**config.mk**
```make
export PLATFORM = sky130hd
export DESIGN_NAME = tpu_host_sequencer
export DESIGN_NICKNAME = d
export VERILOG_FILES = /design/src/rtl/tpu_pkg.sv /design/src/rtl/tpu_host_sequencer.sv
export SDC_FILE = /design/constraint.sdc
export NUM_CORES = 1
export LEC_CHECK = 0
export ABC_AREA = 1
export ABC_CLOCK_PERIOD_IN_PS = 3700
export BUFFER_PORTS_ARGS = -buffer_cell sky130_fd_sc_hd__buf_2
export CAP_MARGIN = 20
export CORE_MARGIN = 3
export CORE_UTILIZATION = 45
export CTS_BUF_LIST = sky130_fd_sc_hd__clkbuf_4
export DETAILED_ROUTE_END_ITERATION = 8
export PLACE_DENSITY = 0.66
export REMOVE_ABC_BUFFERS = 1
export SYNTH_ARGS = -nofsm -noshare
export SYNTH_HDL_FRONTEND = slang
export SYNTH_SLANG_ARGS = --single-unit
```
**constraint.sdc**
```tcl
create_clock -name clk -period 3.7 [get_ports clk]
set_clock_uncertainty 0.2 [all_clocks]
set_input_delay 0.37 -clock clk [delete_from_list [all_inputs] [get_ports clk]]
set_output_delay 0.37 -clock clk [all_outputs]
set_load 0.02 [all_outputs]
```
**src/rtl/tpu_pkg.sv**
```systemverilog
// Shared definitions for the TPU host sequencer: state encoding and job geometry.
// The state constants are plain logic localparams so legacy code can compare against them.
package tpu_pkg;

    localparam int NUM_OPERANDS = 8;
    localparam int NUM_RESULTS  = 4;

    typedef logic [2:0] state_t;

    localparam state_t ST_LOAD      = 3'd0;
    localparam state_t ST_WAIT_DONE = 3'd1;
    localparam state_t ST_GAP       = 3'd2;
    localparam state_t ST_READ      = 3'd3;
    localparam state_t ST_SEND      = 3'd4;

endpackage

```
**src/rtl/tpu_host_sequencer.sv**
```systemverilog
// Host-side sequencer for a 2x2 TPU: streams operands into the load port,
// waits for done, reads back four results and returns them to the host.
module tpu_host_sequencer
    import tpu_pkg::*;
#(
    parameter int DONE_WAIT = 2,
    parameter int TIMEOUT   = 15
) (
    input  logic       clk,
    input  logic       rst,
    input  logic       cmd_valid,
    output logic       cmd_ready,
    input  logic [7:0] cmd_data,
    output logic       res_valid,
    input  logic       res_ready,
    output logic [7:0] res_data,
    output logic       res_last,
    output logic       busy,
    output logic       timeout,
    output logic       load_en,
    output logic       load_sel_ab,
    output logic [1:0] load_index,
    output logic [7:0] in_data,
    output logic       output_en,
    output logic [1:0] output_sel,
    input  logic [7:0] out_data,
    input  logic       done
);

    localparam int WAIT_W = (TIMEOUT > 1) ? $clog2(TIMEOUT) : 1;
    localparam int GAP_W  = (DONE_WAIT > 1) ? $clog2(DONE_WAIT) : 1;
    localparam logic [WAIT_W-1:0] WAIT_LAST = WAIT_W'(TIMEOUT - 1);
    localparam logic [GAP_W-1:0]  GAP_LAST  = GAP_W'(DONE_WAIT - 1);
    localparam logic [2:0]        BYTE_LAST = 3'(NUM_OPERANDS - 1);
    localparam logic [1:0]        RES_LAST  = 2'(NUM_RESULTS - 1);
    // With no gap requested, done leads straight into the read burst.
    localparam state_t AFTER_DONE = (DONE_WAIT > 0) ? ST_GAP : ST_READ;

    state_t            state;
    logic [2:0]        byte_cnt;
    logic [WAIT_W-1:0] wait_cnt;
    logic [GAP_W-1:0]  gap_cnt;
    logic [1:0]        rd_idx;
    logic [1:0]        send_idx;
    logic [7:0]        res_buf [NUM_RESULTS];
    logic              xfer;
    logic              accept;

    assign cmd_ready  = (state == ST_LOAD);
    assign busy       = (state != ST_LOAD);
    assign xfer       = cmd_valid && cmd_ready;
    assign output_en  = (state == ST_READ);
    assign output_sel = output_en ? rd_idx : 2'd0;
    assign res_valid  = (state == ST_SEND);
    assign res_data   = res_valid ? res_buf[send_idx] : 8'd0;
    assign res_last   = res_valid && (send_idx == RES_LAST);
    assign accept     = res_valid && res_ready;

    // NOTE: sequential state uses non-blocking assignments so every flop samples
    // pre-edge values regardless of statement order within the block.
    always_ff @(posedge clk or posedge rst) begin
        if (rst) begin
            state       <= ST_LOAD;
            byte_cnt    <= '0;
            wait_cnt    <= '0;
            gap_cnt     <= '0;
            rd_idx      <= '0;
            send_idx    <= '0;
            load_en     <= 1'b0;
            load_sel_ab <= 1'b0;
            load_index  <= '0;
            in_data     <= '0;
            timeout     <= 1'b0;
            // NOTE: the result buffer is reset explicitly; it is only four bytes
            // and stale results must never leak into a job after reset.
            for (int i = 0; i < NUM_RESULTS; i++) begin
                res_buf[i] <= '0;
            end
        end else begin
            load_en <= 1'b0;
            timeout <= 1'b0;
            case (state)
                ST_LOAD: begin
                    if (xfer) begin
                        load_en     <= 1'b1;
                        load_sel_ab <= byte_cnt[2];
                        load_index  <= byte_cnt[1:0];
                        in_data     <= cmd_data;
                        byte_cnt    <= byte_cnt + 3'd1;
                        if (byte_cnt == BYTE_LAST) begin
                            state    <= ST_WAIT_DONE;
                            byte_cnt <= '0;
                            wait_cnt <= '0;
                        end
                    end
                end
                ST_WAIT_DONE: begin
                    if (done) begin
                        state    <= AFTER_DONE;
                        wait_cnt <= '0;
                        gap_cnt  <= '0;
                    end else if (wait_cnt == WAIT_LAST) begin
                        timeout  <= 1'b1;
                        state    <= ST_LOAD;
                        wait_cnt <= '0;
                    end else begin
                        wait_cnt <= wait_cnt + WAIT_W'(1);
                    end
                end
                ST_GAP: begin
                    if (gap_cnt == GAP_LAST) begin
                        state   <= ST_READ;
                        gap_cnt <= '0;
                    end else begin
                        gap_cnt <= gap_cnt + GAP_W'(1);
                    end
                end
                ST_READ: begin
                    // rd_idx wraps back to zero as the burst ends.
                    res_buf[rd_idx] <= out_data;
                    rd_idx          <= rd_idx + 2'd1;
                    if (rd_idx == RES_LAST) begin
                        state <= ST_SEND;
                    end
                end
                ST_SEND: begin
                    if (accept) begin
                        send_idx <= send_idx + 2'd1;
                        if (send_idx == RES_LAST) begin
                            state <= ST_LOAD;
                        end
                    end
                end
                default: state <= ST_LOAD;
            endcase
        end
    end

endmodule

```
==> flow_summary.json <==
{
  "ir_drop_mv": 0.3709,
  "intPower_mw": 1.548,
  "tightest_slew_ns": 0.5614,
  "grt_max_degree": 36,
  "area_growth_pct": 18.68,
  "globalRouteTotalUtil": 0.1782,
  "p_leak_nw": 1.799,
  "setup_tns_ns": 0,
  "h-tree-depth": 3,
  "clock-sinks": 60,
  "finalWirelength_um": 5845,
  "startpoint_type": "register",
  "die_w_um": 84.97,
  "start_util": 0.4685,
  "grt_pass1_vias": 2245,
  "route.vias.total": 2299,
  "yosys_warnings": 0,
  "avgSynthCellArea_um2": 8.428,
  "clk_latency_ns": 0.40,
  "relSlewSlack": 0.6252,
  "dpl.hpwl_um": 3997,
  "cts_tree": "built",
  "fmax_mhz": 395.4,
  "synthDistinctLibCells": 25,
  "final_common_cell": "nand2_1",
  "drive_above_1_share": 0.1985,
  "hold_slack_ns": 0.06507,
  "final_cells": 473,
  "finalSetupViolCount": 0,
  "netlist_instances": 333,
  "placement.io_buffers": 48,
  "core-area_mm2": 0.005991,
  "power.share.clock": 0.173,
  "cts.clk_slew.worst_paths_ns": 0.11,
  "wl_per_cell_um": 12.36,
  "pwr-share-comb": 0.383,
  "first_iter_violations": 116,
  "place_ws_ns": 1.582,
  "final_max_slew_viol_count": 0,
  "grt.overflow.total": 0,
  "dp_cells": 447,
  "cp.required_ns": 3.13,
  "worstPathMaxFanout": 18,
  "crit_type": "reg -> out",
  "layout.nets": 423,
  "row_count": 28,
  "io_pins": 49,
  "power.share.switching": 0.4169,
  "root_buffer": "clkbuf_4",
  "hold_violations": 0,
  "vias_per_cell": 4.860,
  "antenna_found_initial": 0,
  "post-route-min-period_ns": 2.529,
  "drtAntennaViolNets": 0,
  "cts_buffer_depth": 2,
  "place_congestion": 0.8120,
  "final_cell_mix": "nand2_1, dfrtp_1, buf_2, nor2_1, o21ai_1",
  "grt_first_pass_wirelength_um": 10120,
  "die_area_mm2": 0.007220,
  "switchingPower_mw": 1.107,
  "fillers": 559,
  "fin_ws_ns": 1.171,
  "rsz0062_at_grt": "false",
  "numCtsBuffers": 9,
  "crit_arrival_ns": 1.96,
  "drcViolationCount": 0,
  "synthesis.area_mm2": 0.002806,
  "seqPwrFrac": 0.444,
  "status": "finished clean",
  "antennaDiodeCount": 0,
  "hold_path.class": "in -> reg",
  "ys_seq_area_frac": 0.5350,
  "die_y_um": 84.97,
  "fin_crit_sh": 0.6835,
  "ys_ff_latch": 60,
  "maxCapViolCount": 0,
  "drtPass1Iterations": 4,
  "p_per_area_mw_per_mm2": 797.2,
  "endpoint_kind": "primary output"
}
[power groups by stage]
stage / clock, mW / sequential [mW] / combinational [mW]
floorplan: 0 / 1.21 / 0.701
global placement: 0 / 1.18 / 0.997
detailed placement: 0 / 1.19 / 1.02
CTS: 0.472 / 1.18 / 1.03
global route: 0.500 / 1.23 / 1.19
finish: 0.459 / 1.18 / 1.02
[repair_timing]
item                      CTS  global route
hold buffers               10             0
setup buffers               0             0
hold endpoints to repair   34             0
gates resized for setup     0             0
[critical path, cell delays in order, from the launching register on]
cell and delay (ns):
dfrtp_1 0.69, inv_1 0.37, o21ai_0 0.25, a21oi_1 0.09, buf_2 0.16
[cell usage after synthesis (all sizes together)]
cell | number | area share
a21oi | 9 | 0.016
nor2 | 47 | 0.072
o21bai | 1 | 0.0027
o21ai | 59 | 0.11
xor2 | 2 | 0.0062
nand2 | 91 | 0.13
clkbuf | 3 | 0.0040
nor3 | 2 | 0.0053
nand3 | 8 | 0.014
dfrtp | 60 | 0.53
nand4 | 2 | 0.0045
ha | 9 | 0.040
buf | 7 | 0.015
clkinv | 1 | 0.0013
inv | 31 | 0.041
o21a | 1 | 0.0027
[per-layer routing]
metal | up-vias | global-route usage | wire (um)
met5 | - | 0 | 0
met3 | 12 | 0.02913 | 270
met4 | 0 | 0.09496 | 126
met1 | 1050 | 0.2440 | 2743
li1 | 1186 | - | -
met2 | 51 | 0.2719 | 2705
[area by class of cell]
type	instances	area (um2)	area share
clock buffers	11	82.58	0.02479
clock inverters	5	52.55	0.01578
inverters	32	120.1	0.03606
multi-input cells	231	1132	0.3400
flip-flops and latches	60	1501	0.4508
well taps	75	93.84	0.02817
repair buffers	59	347.8	0.1044
[per-stage QoR]
stage	power, mW	util	area, um2
detailed placement	2.211	0.5167	3095
finish	2.655	0.5560	3331
CTS	2.681	0.5560	3331
global route	2.911	0.5560	3331
global placement	2.180	0.5167	3095
floorplan	1.916	-	2754
[sequential cells by signal, indices dropped and copies added, names as in the netlist]
signal,flops
load_en,1
in_data,8
load_sel_ab,1
res_buf,32
load_index,2
wait_cnt,4
rd_idx,2
byte_cnt,3
send_idx,2
gap_cnt,1
state,3
timeout,1
[final timing paths]
check,start,endpoint,slack [ns],cells after the start
setup / recovery,send_idx[0]$_DFFE_PP0P_,res_data[2],1.17,4
hold / removal,out_data[1],res_buf[25]$_DFFE_PP0P_,0.07,3
setup reg to reg,send_idx[0]$_DFFE_PP0P_,state[1]$_DFFE_PP0P_,1.83,8
hold reg to reg,load_index[0]$_DFFE_PP0P_,load_index[0]$_DFFE_PP0P_,0.28,2
max in group asynchronous,rst,res_buf[16]$_DFFE_PP0P_,2.08,4
min in group asynchronous,rst,res_buf[5]$_DFFE_PP0P_,0.35,3
[cells by family after synthesis]
| group | Yosys count | share of synthesized area |
|---|---|---|
| AO/OA/AOI/OAI | 70 | 0.1266 |
| adder cells (fa/ha/maj) | 9 | 0.04013 |
| XOR/XNOR | 2 | 0.006243 |
| buffers and inverters | 42 | 0.06152 |
| flip-flops | 60 | 0.5350 |
| AND/OR/NAND/NOR | 150 | 0.2305 |
(Power assumes the default switching activity.)
